File: config.mk
export PLATFORM = sky130hd
export DESIGN_NAME = mem_bus_ctrl_flat
export DESIGN_NICKNAME = d
export VERILOG_FILES = /design/src/rtl/mem_bus_ctrl_if.sv /design/src/rtl/mem_bus_ctrl.sv /design/src/flat_wrapper.sv
export SDC_FILE = /design/constraint.sdc
export NUM_CORES = 1
export LEC_CHECK = 0
export CAP_MARGIN = 20
export CELL_PAD_IN_SITES_DETAIL_PLACEMENT = 1
export CELL_PAD_IN_SITES_GLOBAL_PLACEMENT = 1
export CORE_MARGIN = 5
export CORE_UTILIZATION = 25
export CTS_BUF_LIST = sky130_fd_sc_hd__clkbuf_8
export DETAILED_ROUTE_END_ITERATION = 16
export GPL_ROUTABILITY_DRIVEN = 0
export PLACE_DENSITY_LB_ADDON = 0.1
export SYNTH_ARGS = -nofsm -noshare
export SYNTH_HDL_FRONTEND = slang
export SYNTH_SLANG_ARGS = --single-unit
File: constraint.sdc
create_clock -name clk -period 1.65 [get_ports clk]
set_input_delay 0.495 -clock clk [delete_from_list [all_inputs] [get_ports clk]]
set_output_delay 0.495 -clock clk [all_outputs]
set_load 0.02 [all_outputs]
File: src/rtl/mem_bus_ctrl_if.sv
// rtl/mem_bus_ctrl_if.sv - MEM-stage request/response bundle for mem_bus_ctrl
//
// Purpose: carries one translated memory request from the MEM stage (with the
// TLB exception flags) to the SRAM bus controller, and carries completion back.
//
// Signals:
//   req_i                   request, held by the master until ack_o
//   we_i, sel_i             write/read select and byte enables
//   paddr_i, wdata_i        physical address and write data
//   tlbm_i, tlbl_i, tlbs_i  TLB modify / load-miss / store-miss exceptions
//   rdata_o                 read data, valid with ack_o on a read
//   ack_o, err_o            completion pulse, refusal flag
//   stall_o                 pipeline stall (req_i & ~ack_o)
// Modports: master = MEM stage, slave = controller.
interface mem_bus_ctrl_if;
  logic        req_i;
  logic        we_i;
  logic [3:0]  sel_i;
  logic [31:0] paddr_i;
  logic [31:0] wdata_i;
  logic        tlbm_i;
  logic        tlbl_i;
  logic        tlbs_i;
  logic [31:0] rdata_o;
  logic        ack_o;
  logic        err_o;
  logic        stall_o;

  modport master (
    output req_i, we_i, sel_i, paddr_i, wdata_i, tlbm_i, tlbl_i, tlbs_i,
    input  rdata_o, ack_o, err_o, stall_o
  );

  modport slave (
    input  req_i, we_i, sel_i, paddr_i, wdata_i, tlbm_i, tlbl_i, tlbs_i,
    output rdata_o, ack_o, err_o, stall_o
  );
endinterface

File: src/rtl/mem_bus_ctrl.sv
// rtl/mem_bus_ctrl.sv - multi-cycle SRAM access controller behind the TLB
//
// Purpose: runs one SRAM access per request on a shared base/ext SRAM bus,
// bank chosen by paddr_i[22]. Requests flagged with a TLB exception are
// refused (ack+err) without touching SRAM.
//
// Ports:
//   clk, rst        clock, synchronous active-high reset
//   bus             mem_bus_ctrl_if.slave request/response bundle
//   sram_addr_o     SRAM word address (paddr_i[SRAM_AW+1:2])
//   sram_dout_o     SRAM write data, sram_doe_o = drive enable
//   sram_din_i      SRAM read data
//   sram_be_n_o     byte enables, active low
//   sram_ce_n_o     chip enables, active low, [0]=base [1]=ext
//   sram_oe_n_o     output enable, active low
//   sram_we_n_o     write enable, active low
module mem_bus_ctrl #(
  parameter int WAIT_CYCLES = 2,
  parameter int SRAM_AW     = 20
) (
  input  logic               clk,
  input  logic               rst,
  mem_bus_ctrl_if.slave      bus,
  output logic [SRAM_AW-1:0] sram_addr_o,
  output logic [31:0]        sram_dout_o,
  input  logic [31:0]        sram_din_i,
  output logic               sram_doe_o,
  output logic [3:0]         sram_be_n_o,
  output logic [1:0]         sram_ce_n_o,
  output logic               sram_oe_n_o,
  output logic               sram_we_n_o
);

  // A counter of at least one bit keeps WAIT_CYCLES=1 legal.
  localparam int CW = (WAIT_CYCLES > 1) ? $clog2(WAIT_CYCLES) : 1;
  localparam logic [CW-1:0] CNT_LAST = CW'(WAIT_CYCLES - 1);

  typedef enum logic [1:0] {IDLE, ACCESS, DONE, FAULT} state_t;

  state_t        state;
  logic [CW-1:0] cnt;
  logic          we_q;
  logic          tlb_exc;
  logic          unused_paddr;

  assign tlb_exc      = bus.tlbm_i | bus.tlbl_i | bus.tlbs_i;
  assign bus.stall_o  = bus.req_i & ~bus.ack_o;
  assign unused_paddr = ^bus.paddr_i;

  // Address, data and byte enables are captured into the SRAM output
  // registers at acceptance, so they double as the latched request.
  always_ff @(posedge clk) begin
    if (rst) begin
      state       <= IDLE;
      cnt         <= '0;
      we_q        <= 1'b0;
      bus.rdata_o <= '0;
      bus.ack_o   <= 1'b0;
      bus.err_o   <= 1'b0;
      sram_addr_o <= '0;
      sram_dout_o <= '0;
      sram_doe_o  <= 1'b0;
      sram_be_n_o <= 4'hF;
      sram_ce_n_o <= 2'b11;
      sram_oe_n_o <= 1'b1;
      sram_we_n_o <= 1'b1;
    end else begin
      bus.ack_o <= 1'b0;
      bus.err_o <= 1'b0;
      case (state)
        IDLE: begin
          if (bus.req_i) begin
            if (tlb_exc) begin
              state     <= FAULT;
              bus.ack_o <= 1'b1;
              bus.err_o <= 1'b1;
            end else begin
              state       <= ACCESS;
              cnt         <= '0;
              we_q        <= bus.we_i;
              sram_addr_o <= bus.paddr_i[SRAM_AW+1:2];
              sram_ce_n_o <= bus.paddr_i[22] ? 2'b01 : 2'b10;
              sram_be_n_o <= ~bus.sel_i;
              sram_oe_n_o <= bus.we_i;
              sram_we_n_o <= ~bus.we_i;
              sram_doe_o  <= bus.we_i;
              if (bus.we_i) sram_dout_o <= bus.wdata_i;
            end
          end
        end
        ACCESS: begin
          if (cnt == CNT_LAST) begin
            // Last strobe cycle: data is sampled on the same edge the
            // strobes drop, so oe_n and we_n never overlap between accesses.
            if (!we_q) bus.rdata_o <= sram_din_i;
            sram_ce_n_o <= 2'b11;
            sram_oe_n_o <= 1'b1;
            sram_we_n_o <= 1'b1;
            sram_doe_o  <= 1'b0;
            sram_be_n_o <= 4'hF;
            bus.ack_o   <= 1'b1;
            state       <= DONE;
          end else begin
            cnt <= cnt + 1'b1;
          end
        end
        DONE:    state <= IDLE;
        FAULT:   state <= IDLE;
        default: state <= IDLE;
      endcase
    end
  end

endmodule

File: src/flat_wrapper.sv
// flat-port wrapper written by rule: the top's interface ports become plain ports
module mem_bus_ctrl_flat 
#(
  parameter int WAIT_CYCLES = 2,
  parameter int SRAM_AW     = 20
)
  (clk, rst, sram_addr_o, sram_dout_o, sram_din_i, sram_doe_o, sram_be_n_o, sram_ce_n_o, sram_oe_n_o, sram_we_n_o, bus_req_i, bus_we_i, bus_sel_i, bus_paddr_i, bus_wdata_i, bus_tlbm_i, bus_tlbl_i, bus_tlbs_i, bus_rdata_o, bus_ack_o, bus_err_o, bus_stall_o);
  mem_bus_ctrl_if bus_i ();
  input  logic clk;
  input  logic rst;
  output logic [SRAM_AW-1:0] sram_addr_o;
  output logic [31:0] sram_dout_o;
  input  logic [31:0] sram_din_i;
  output logic sram_doe_o;
  output logic [3:0] sram_be_n_o;
  output logic [1:0] sram_ce_n_o;
  output logic sram_oe_n_o;
  output logic sram_we_n_o;
  input wire logic [$bits(bus_i.req_i)-1:0] bus_req_i;
  input wire logic [$bits(bus_i.we_i)-1:0] bus_we_i;
  input wire logic [$bits(bus_i.sel_i)-1:0] bus_sel_i;
  input wire logic [$bits(bus_i.paddr_i)-1:0] bus_paddr_i;
  input wire logic [$bits(bus_i.wdata_i)-1:0] bus_wdata_i;
  input wire logic [$bits(bus_i.tlbm_i)-1:0] bus_tlbm_i;
  input wire logic [$bits(bus_i.tlbl_i)-1:0] bus_tlbl_i;
  input wire logic [$bits(bus_i.tlbs_i)-1:0] bus_tlbs_i;
  output wire logic [$bits(bus_i.rdata_o)-1:0] bus_rdata_o;
  output wire logic [$bits(bus_i.ack_o)-1:0] bus_ack_o;
  output wire logic [$bits(bus_i.err_o)-1:0] bus_err_o;
  output wire logic [$bits(bus_i.stall_o)-1:0] bus_stall_o;
  assign bus_i.req_i = bus_req_i;
  assign bus_i.we_i = bus_we_i;
  assign bus_i.sel_i = bus_sel_i;
  assign bus_i.paddr_i = bus_paddr_i;
  assign bus_i.wdata_i = bus_wdata_i;
  assign bus_i.tlbm_i = bus_tlbm_i;
  assign bus_i.tlbl_i = bus_tlbl_i;
  assign bus_i.tlbs_i = bus_tlbs_i;
  assign bus_rdata_o = bus_i.rdata_o;
  assign bus_ack_o = bus_i.ack_o;
  assign bus_err_o = bus_i.err_o;
  assign bus_stall_o = bus_i.stall_o;
  mem_bus_ctrl #(.WAIT_CYCLES(WAIT_CYCLES), .SRAM_AW(SRAM_AW)) u_core (.clk(clk), .rst(rst), .bus(bus_i), .sram_addr_o(sram_addr_o), .sram_dout_o(sram_dout_o), .sram_din_i(sram_din_i), .sram_doe_o(sram_doe_o), .sram_be_n_o(sram_be_n_o), .sram_ce_n_o(sram_ce_n_o), .sram_oe_n_o(sram_oe_n_o), .sram_we_n_o(sram_we_n_o));
endmodule
---- Yosys cells after proc, flatten, opt, wreduce, memory -nomap -nowiden ----
Cells that the tools add are included.
word-level totals
  flip-flop bits (word level) ............. 99
  input bits .............................. 107
  output and inout port bits .............. 96
  word-level logic and storage cells ...... 69
cells by class
  add/sub/neg operators ................... 1
  equal/unequal tests ..................... 6
  multiplexer cells ....................... 30
  bitwise logic cells ..................... 9
  reduce and logical (&&, ||, !) cells .... 10
operator list
  kind                                                              count
  2-bit two-way mux                                                 7
  1-bit two-way mux                                                 12
  4-bit two-way mux                                                 3
  1-bit case mux with 2 select lines                                5
  3-bit AND reduction                                               3
  4-bit case mux with 2 select lines                                1
  4-bit AND reduction                                               2
  2-bit case mux with 3 select lines                                1
  1-bit inverter                                                    5
  2-bit == test (second input constant)                             2
  2-bit != test (second input constant)                             2
  4-bit inverter                                                    1
  2-bit case mux with 2 select lines                                1
  2-bit OR reduction                                                2
  2-bit by 1-bit == test with 1-bit output (second input constant)  1
  2-bit zero test                                                   1
  2-bit by 1-bit != test with 1-bit output (second input constant)  1
  1-bit OR                                                          2
  2-bit AND reduction                                               1
  2-bit nonzero test                                                1
  1-bit adder (second input constant)                               1
  1-bit AND                                                         1

---- Logic depth before layout (Yosys ltp) ----
Gate-level depths: netlist of the first run.
  depth after elaboration ................. 5
  depth in mapped cells ................... 7
  gate-level depth less buffers ........... 3

---- Worst setup path after synthesis of the first run ----
No wires, ideal clock.
  path type ............................... input port to flip-flop
  from .................................... in bus_tlbl_i
  to ...................................... reg u_core.sram_addr_o[10]
  library setup time ...................... 72 ps
  arrival ................................. 1529 ps
  data required time ...................... 1578 ps
  slack ................................... 49 ps
  cell stages on the path ................. 4
  path buffers ............................ 1
  cells stage by stage .................... or3_1 > nor3_2 > buf_4 > mux2i_1
on the way
  cells in the longest elaborated chain, start to end .. 4
RTL lines
  element                               line                RTL
  start, declared                       flat_wrapper.sv:25  input wire logic [$bits(bus_i.tlbl_i)-1:0] bus_tlbl_i;
  1-bit OR (2 in a row)                 mem_bus_ctrl.sv:46  assign tlb_exc = bus.tlbm_i | bus.tlbl_i | bus.tlbs_i;
  1-bit inverter (no source line)       --
  3-bit AND reduction (no source line)  --
  end signal, assigned                  mem_bus_ctrl.sv:81  sram_addr_o <= bus.paddr_i[SRAM_AW+1:2];
  end, declared                         mem_bus_ctrl.sv:24  output logic [SRAM_AW-1:0] sram_addr_o,
Every way passes these cells.
A chain may end at the register's enable or synchronous reset.

---- Worst setup path in the final report of the first run ----
  from .................................... in bus_tlbm_i
  to ...................................... reg u_core.sram_addr_o[4]
on the way
  cells in the longest elaborated chain, start to end .. 4
RTL lines
  element                               line                RTL
  start, declared                       flat_wrapper.sv:24  input wire logic [$bits(bus_i.tlbm_i)-1:0] bus_tlbm_i;
  1-bit OR (2 in a row)                 mem_bus_ctrl.sv:46
  1-bit inverter (no source line)       --
  3-bit AND reduction (no source line)  --
Every way passes these cells.

==> results summary, run 1 <==
For this block, the initial DRC count from the detailed router was between 100 and 150. The number of instances in the synthesized netlist is 440. Setup violations remaining at the end of the flow were counted as 0. Data on the critical path arrives at its endpoint at 1.89 ns. The largest voltage drop on the vdd net is 0.3014 mV. The register area came out at about 2000 um2.

On the final layout, the worst clock skew is 0.007773 ns. In this run, the combinational gates consume 15.1% of the power. The type of destination of the critical path is a register. In the synthesized netlist the async set-or-reset flop fraction comes to 0%.

Max-cap violations in this run came to 0. The count of nets after finishing came out at 742. The area of the die came out at about 18,000 um2. The wire length reported by the detailed router came out at approximately 14,000 um. For this run, design rule violations remaining after detail routing come to 0. The critical path goes through dlygate4sd2_1 -> or3_4 -> nor3_4 -> buf_12 -> buf_12 -> mux2i_1. The count of warnings emitted by yosys is 0. The most prevalent standard cell on the critical path is sky130_fd_sc_hd__buf_12.

Detailed placement finished with a half-perimeter wire length of 9593 um. The number of nets with antenna violations after routing came out at 0. The number of global-route vias before repair is approximately 4,100. Once the floorplan was initialized, standard cells occupied between 20% and 30% of the core. The initial antenna violation count is 0. In the synthesized netlist the dominant register cell turns out to be sky130_fd_sc_hd__dfxtp_1. The total non-filler cell area in the finished layout is 6427 um2.

The internal portion of the total power is 3.393 mW. The share of power burned in the clock network came out at between 30 and 40%. The standard-cell row count came out at between 40 and 50. The count of cell types in the netlist came out at 28.

The relative slew slack came out at ~75%. The path class of the tightest hold or removal check is reg -> reg. The switching share of power is between 20 and 30%. The number of buffers added by the clock tree synthesis step is 9. Among all cell types in the netlist, the one instantiated most often is sky130_fd_sc_hd__nand2_1. Averaged over all synthesized cells, the footprint is 9.003 um2.

Tracing the worst setup path back leads to its startpoint at bus_tlbm_i. The minimum clock period after layout came out at 1.593 ns. The highest clock rate came out at 627.7 MHz.

The commonest cells after synthesis are sky130_fd_sc_hd__nand2_1 (106), sky130_fd_sc_hd__dfxtp_1 (99), sky130_fd_sc_hd__a21oi_1 (65). The worst register-to-register path ends at u_core.sram_dout_o[7]. The worst-skew pair later-pin latency is ~0.36 ns. The first-pass GRT wire length is 21,240 um. Ranked by total cell area, the synthesized netlist is headed by sky130_fd_sc_hd__dfxtp_1 (50%), sky130_fd_sc_hd__nand2_1 (10%), sky130_fd_sc_hd__a21oi_1 (8.2%). After global routing the overflow that remains totals 0.

The clock input transition at the sequential cells of the worst setup and hold paths came out at 0.09 ns. The leakage power of the design came out at approximately 2.7 nW. The proportion of netlist area held by the largest area contributor is between 50 and 60%. For the worst setup path, the data required time is between 1.5 and 2 ns. The post-route total power came out at approximately 4.6 mW.

The via count came out at between 3,000 and 4,000. The final clock period utilization by the worst path is between 90% and 100%. The total count of hold-check failures in the final report was 0. The detailed-route vias per instance is 4.433. The fraction of final layout cells sized beyond drive strength 1 is 9.077%.

The portion of total power attributed to sequential cells is 54.2%. The critical path is of the in -> reg type. Counting every sink on the clock net gives around 100. The worst register-to-register path has a setup slack of 0.11 ns. CTS placed an instance of sky130_fd_sc_hd__clkbuf_8 at the clock tree root. In this run the power density over the cells is roughly 710 nW/um2.

In this design, the largest share of critical-path delay is due to simple AND/OR/NAND/NOR gates. The final cell utilization of the core is between 40% and 50%. Measured along the y axis, the die boundary spans 135.9 um.

The cell area that synthesis handed to floorplanning was just under 4000 um2. Setup repair after global routing left no endpoint under its margin. The number of cell instances on the worst register-to-register path is 6. The sum of buffers and inverters on the critical path came out at 3. The number of I/O pins came out at 203.

The net switching power is between 1 and 1.5 mW. The clock passes through at most 2 buffers. The number of enable-type register cells in the synthesized netlist is 0. 0 antenna diodes ended up in the layout. The number of buffers added to fix hold violations after cts came out at 0. Relative to the synthesized area, the layout overhead comes to 62.26%. The total of buffers placed on input and output ports is between 150 and 200. The count of H-tree levels built during CTS came out at 3. The most critical setup path has its endpoint at u_core.sram_addr_o[4]. The post-detailed-route wirelength per cell came out at between 15 and 20 um. Sequential elements use ~50% of the synthesized area. The cell area after placement came out at 6192 um2. The TritonCTS clock tree is built.

The standard cell core area came out at approximately 16,000 um2. The biggest cell delay along the critical path came out at ~0.42 ns. The aggregate global-route resource usage is between 10 and 15%. The layout has between 1,500 and 2,000 filler cells. The startpoint identified for the worst register-to-register timing path is u_core.state[0]. The maximum number of pins on one net before global-route repair came out at 47. For this design, the slowest cell found on the critical path is sky130_fd_sc_hd__or3_4. The net count of the mapped netlist is ~550.

The sum of negative setup slack came out at 0 ns. The transition time at the pin with the least slew margin came out at between 0.3 and 0.4 ns. The final count of pins violating max slew came out at 0. STA classifies the critical path startpoint as a primary input. Of all nets on the critical path, the largest fanout is 8. The first TritonRoute pass finished after 4 iterations. The synthesized flop and latch total is 99.

The flow ran to the end, and the final reports show no timing, DRC or antenna violations. The total number of cells along the worst setup path is 6. The total area of multi-input combinational cells came out at approximately 1800 um2. The die extent in x came out at about 140 um. Summed over all instances, the cell type with the most area after synthesis is sky130_fd_sc_hd__dfxtp_1.
-- stage by stage --
stage	hold slack [ns]	setup WS, ns	instances
5_1_grt	0.4776	0.003375	855
2_1_floorplan	0.4372	0.04942	440
4_1_cts	0.4599	0.002165	853
3_3_place_gp	0.4410	-0.6128	831
6_report	0.4550	0.05695	855
3_5_place_dp	0.4480	-0.6192	831
-- sequential cells by signal (all words and copies together), names as in the netlist --
| name | count |
|---|---|
| u_core.sram_oe_n_o | 1 |
| u_core.state | 2 |
| u_core.bus.ack_o | 1 |
| u_core.bus.rdata_o | 32 |
| u_core.we_q | 1 |
| u_core.sram_be_n_o | 4 |
| u_core.sram_addr_o | 20 |
| u_core.sram_doe_o | 1 |
| u_core.sram_ce_n_o | 2 |
| u_core.cnt | 1 |
| u_core.sram_dout_o | 32 |
| u_core.sram_we_n_o | 1 |
| u_core.bus.err_o | 1 |
-- layout by cell type (no fill, tap or decap) --
master,netlist,layout
sky130_fd_sc_hd__or3_4,0,1
sky130_fd_sc_hd__clkbuf_8,0,10
sky130_fd_sc_hd__nor3_1,10,9
sky130_fd_sc_hd__a21oi_1,65,65
sky130_fd_sc_hd__inv_1,3,4
sky130_fd_sc_hd__clkbuf_16,0,1
sky130_fd_sc_hd__clkinv_2,0,3
sky130_fd_sc_hd__nand3_1,1,1
sky130_fd_sc_hd__a31o_1,32,32
sky130_fd_sc_hd__buf_4,4,20
sky130_fd_sc_hd__dfxtp_4,0,2
sky130_fd_sc_hd__o41a_1,1,1
sky130_fd_sc_hd__and2_4,1,1
sky130_fd_sc_hd__nor3_4,0,1
sky130_fd_sc_hd__clkdlybuf4s50_1,0,89
sky130_fd_sc_hd__nand4bb_1,1,1
sky130_fd_sc_hd__dlygate4sd2_1,0,99
sky130_fd_sc_hd__nor2_1,2,2
sky130_fd_sc_hd__buf_6,1,1
sky130_fd_sc_hd__inv_2,0,1
sky130_fd_sc_hd__buf_2,13,2
sky130_fd_sc_hd__buf_12,4,8
sky130_fd_sc_hd__bufbuf_16,0,2
sky130_fd_sc_hd__nor3_2,1,1
sky130_fd_sc_hd__mux2i_1,27,27
sky130_fd_sc_hd__clkdlybuf4s15_1,0,1
sky130_fd_sc_hd__nand2b_1,35,35
sky130_fd_sc_hd__a211oi_1,3,3
sky130_fd_sc_hd__nor4bb_4,0,2
sky130_fd_sc_hd__nor2b_1,6,6
sky130_fd_sc_hd__nand2_1,106,106
sky130_fd_sc_hd__buf_16,0,2
sky130_fd_sc_hd__o41ai_1,1,1
sky130_fd_sc_hd__and3b_1,1,1
sky130_fd_sc_hd__o21ai_1,1,1
sky130_fd_sc_hd__dfxtp_1,99,97
-- routing by layer --
metal	up-vias	routed length (um)	GRT usage, %
li1	1865	-	-
met1	1808	5972	17.90
met2	106	6489	24.36
met5	-	0	0
met3	11	906	3.997
met4	0	173	4.927
-- layout make-up --
type                    instances  area share [%]
clock buffers                  10           2.141
clock inverters                 5          0.3504
inverters                       3          0.1752
multi-input cells             297           27.25
flip-flops and latches         99           30.95
well taps                     216           4.205
repair buffers                225           34.92
-- cell families (layout without fill, tap and decap cells) --
kind of cell,count (synthesis),after routing,share of synthesized area (%)
flip-flops,99,99,50.03
buffers and inverters,44,243,6.917
AO/OA/AOI/OAI,103,103,16.49
AND/OR/NAND/NOR,167,167,19.74
multiplexers,27,27,6.823
-- power groups by stage --
stage,Clock [mW],Combinational [mW],Sequential [mW]
floorplan,0,0.214,2.57
global placement,0,0.674,2.53
detailed placement,0,0.682,2.53
CTS,1.50,0.686,2.47
global route,1.58,0.739,2.48
finish,1.40,0.686,2.47
-- worst register-to-register path, delay by kind of cell (launching register included) --
family          cells  cell delay, ns
buf+inv             3            0.53
flops               1            0.37
simple gates        1            0.30
compound gates      2            0.25
-- how the worst min path moves through the flow --
| stage | slack [ns] | startpoint | endpoint | cells past startpoint |
|---|---|---|---|---|
| after floorplan | 0.44 | u_core.we_q | u_core.we_q | 2 |
| after detailed placement | 0.45 | u_core.sram_addr_o[17] | u_core.sram_addr_o[17] | 2 |
| after CTS | 0.46 | u_core.bus.rdata_o[19] | u_core.bus.rdata_o[19] | 2 |
| after global placement | 0.44 | u_core.bus.rdata_o[29] | u_core.bus.rdata_o[29] | 2 |
| final | 0.46 | u_core.bus.rdata_o[19] | u_core.bus.rdata_o[19] | 2 |
| after global routing | 0.48 | u_core.bus.rdata_o[19] | u_core.bus.rdata_o[19] | 2 |
-- timing repair --
action,4_1_cts,5_1_grt
gates cloned,4,1
resized for setup,107,6
pin swaps,3,2
setup buffers,3,1
setup endpoints to repair,159,11
Power figures use the tool's default switching activity.
==> run 2, diff against run 1 <==
--- a/config.mk
+++ b/config.mk
@@ -17,3 +17,4 @@
 export SYNTH_ARGS = -nofsm -noshare
 export SYNTH_HDL_FRONTEND = slang
 export SYNTH_SLANG_ARGS = --single-unit
+export TNS_END_PERCENT = 10
==> run 2 against run 1 <==
Critical path depth stayed put. Final area is 2.9% lower. Clock power barely moved. Count of clock-buffer cells in the layout did not move. Via count decreased by 1.3%. Fmax about the same. Die area did not move. Wire length is 2.6% lower. Core utilization down 1.2 points. Power is 0.89% lower.
==> results summary, run 2 (synthesis results as in run 1) <==
The total area of multi-input combinational cells is 1752 um2 (unchanged). The worst setup margin came out at 0.05631 ns (-0.0006417 ns). The global-route met3 utilization is 3.923% (-0.074 points). The worst setup path is captured at a register. The area of the die came out at 18,460 um2 (unchanged). The max-capacitance violation count came to 0 (unchanged).

The flow ran to the end, and the final reports show no timing, DRC or antenna violations. The total DRC errors in the routed layout came out at 0 (unchanged). On the critical path, the stage with the largest delay is an instance of sky130_fd_sc_hd__clkdlybuf4s50_1. The number of nets with antenna violations after routing is 0 (unchanged).

The aggregate global-route resource usage is 14.03% (-0.46 points). The initial antenna violation count came to 0 (unchanged). The total count of hold-check failures in the final report came out at 0 (unchanged). The portion of total power attributed to sequential cells is 54.8% (+0.6 points). The post-detailed-route wirelength per cell is 15.57 um (-1.7%).

The register area came out at 1982 um2 (-0.38%). The worst-skew pair later-pin latency is 0.36 ns (about the same). The post-placement setup slack is -0.6192 ns (unchanged). The number of inserted diodes is 0 (unchanged). The die height is 135.9 um (unchanged). The total global routing overflow came to 0 (unchanged).

The fill cell total of the finished layout came to 1,842 (+0.38%). The number of I/O pins came out at 203 (unchanged). The TritonCTS clock tree is built. The root buffer cell chosen for the clock tree is sky130_fd_sc_hd__clkbuf_8.

The detailed placement HPWL came out at 9593 um (unchanged). The synthesis-to-finish area growth came out at 57.49%. The clock input transition at the sequential cells of the worst setup and hold paths was 0.09 ns (about the same). The detailed-router iteration count before antenna repair is 4 (unchanged). The first-pass GRT wire length is 20,670 um (-2.7%). The critical path required time is 1.96 ns (+0.02 ns). The leakage power of the design came out at 2.625 nW (-3.2%). The data arrival time of the critical path came to 1.90 ns (about the same). The worst setup path is launched from a primary input. The highest clock rate came to 627.5 MHz (about the same).

The standard-cell row count came out at 46 (unchanged). The count of H-tree levels built during CTS is 3 (unchanged). The switching share of power came to 25.45% (about the same). The fraction of final layout cells sized beyond drive strength 1 was 7.607% (-1.5 points). The power density of the placed cells came out at 722.9 nW/um2 (+2.1%). The largest registers in the layout are u_core.bus.rdata_o (32), u_core.sram_dout_o (32), u_core.sram_addr_o (20). Leaving out fill and tap cells, the most frequent cells in the layout are sky130_fd_sc_hd__nand2_1 (106), sky130_fd_sc_hd__dlygate4sd2_1 (99), sky130_fd_sc_hd__dfxtp_1 (99). Leaving out fill and tap cells, the most frequent cell in the layout is sky130_fd_sc_hd__nand2_1. The tightest hold margin is 0.4549 ns (-0.0001130 ns). The relative slew slack came to 75.30% (+0.48 points). The number of global-route vias before repair came out at 4,006 (-1.9%).

The count of nets after finishing is 734 (-1.1%). The final count of pins violating max slew was 0 (unchanged). The initial cell density of the core was 25.21% (unchanged). The number of clock sinks is 99 (unchanged).

Walking the worst path, the cells encountered are clkdlybuf4s50_1 -> nor4bb_4 -> buf_4 -> and2_4 -> buf_12 -> a31o_1. In this run the worst hold path is classified as reg -> reg. The internal portion of total power came to 3.362 mW (-0.92%). The net switching power is 1.148 mW (-0.80%). The maximum number of pins on one net before global-route repair came out at 47 (unchanged). The number of buffers added to fix hold violations after cts is 0 (unchanged).

The minimum clock period after layout came out at 1.594 ns (+0.0006417 ns). The maximum root-to-sink buffer count is 2 (unchanged). The met2 track demand over resource in global routing came out at 23.37% (-1.0 points).

The biggest cell delay along the critical path is 0.50 ns (+0.08 ns). The final-report setup violation count came to 0 (unchanged). The final clock period utilization by the worst path came out at 96.59% (about the same). The via count is 3,740 (-1.3%).

The met1 usage is 17.42% (-0.48 points). The wire length reported by the detailed router came out at 13,190 um (-2.6%). The post-route total power is 4.510 mW (-0.89%). The critical path is of the in -> reg type. The transition time at the pin with the least slew margin is 0.3705 ns (-0.007154 ns).

The highest-utilization routing layer at the global route stage is met2. The standard cell core area is 15,710 um2 (unchanged). The number of buffers added by the clock tree synthesis step is 9 (unchanged). The cell area after placement is 6192 um2 (unchanged). The total of buffers placed on input and output ports came out at 191 (unchanged). The share of total power in combinational logic came out at 14.3% (-0.8 points). The number of cells after detailed placement is 831 (unchanged). The share of power burned in the clock network was 30.9% (+0.2 points). The final cell count without fillers is 847 (-0.94%). The detailed-route vias per instance is 4.416 (-0.39%). The die extent in x came out at 135.9 um (unchanged). The critical-path maximum fanout came out at 19 (+11). The clock tree skew after final layout is 0.006192 ns (-0.001581 ns). The largest voltage drop on the vdd net came out at 0.3003 mV (-0.36%). The initial DRC count is 112 (-5.9%).

The total non-filler cell area in the finished layout came out at 6238 um2 (-2.9%).
==> run 2: cell count changes in the layout (fill, tap and decap cells not counted), moves of 2 or more <==
cell                        delta
sky130_fd_sc_hd__buf_16        -2
sky130_fd_sc_hd__dfxtp_1       +2
sky130_fd_sc_hd__bufbuf_16     -2
sky130_fd_sc_hd__dfxtp_4       -2
==> run 2: metal layers <==
metal  vias to the layer above  wire length (um)
li1                       1848                 -
met1                      1775              5756
met2                       106              6352
met3                        11               906
met4                         0               173
met5                         -                 0
==> run 2: worst max-delay path: cells and delay by family <==
family                 cells  cell delay, ns
AO/OA/AOI/OAI              1            0.16
buffers and inverters      3            0.84
AND/OR/NAND/NOR            2            0.40
==> run 2: final timing paths <==
kind                                from  slack (ns)  depth (start not counted)                      to
setup / recovery                bus_we_i        0.06                          6   u_core.sram_dout_o[4]
setup reg to reg         u_core.state[0]        0.17                          4      u_core.sram_we_n_o
hold / removal    u_core.bus.rdata_o[19]        0.45                          2  u_core.bus.rdata_o[19]
hold reg to reg   u_core.bus.rdata_o[19]        0.45                          2  u_core.bus.rdata_o[19]
==> run 2: cell type report <==
| class | count | share of cell area, % |
|---|---|---|
| clock buffer | 10 | 2.206 |
| clock inverter | 5 | 0.3610 |
| inverter | 3 | 0.1805 |
| multi-input combinational | 297 | 28.08 |
| sequential | 99 | 31.77 |
| tap | 216 | 4.332 |
| timing repair buffer | 217 | 33.07 |
==> run 2: per-stage QoR <==
stage	TNS (ns)	util, %
global placement	-31.31	39.41
finish	0	39.70
global route	-0.0006057	39.70
detailed placement	-33.67	39.41
CTS	0	39.66
floorplan	0	-
==> run 2: power by group through the flow <==
| stage | logic [mW] | clock network [mW] | registers, mW |
|---|---|---|---|
| after detailed placement | 0.682 | 0 | 2.53 |
| final | 0.645 | 1.39 | 2.47 |
| after global routing | 0.696 | 1.58 | 2.48 |
| after floorplan | 0.214 | 0 | 2.57 |
| after global placement | 0.674 | 0 | 2.53 |
| after CTS | 0.654 | 1.50 | 2.47 |
==> run 2: repair_timing <==
item                                   CTS  global route
pin swaps                                1             0
resized for setup                      105             0
setup endpoints to repair              159             6
buffers inserted                         0             1
endpoints found under the hold margin    0             0
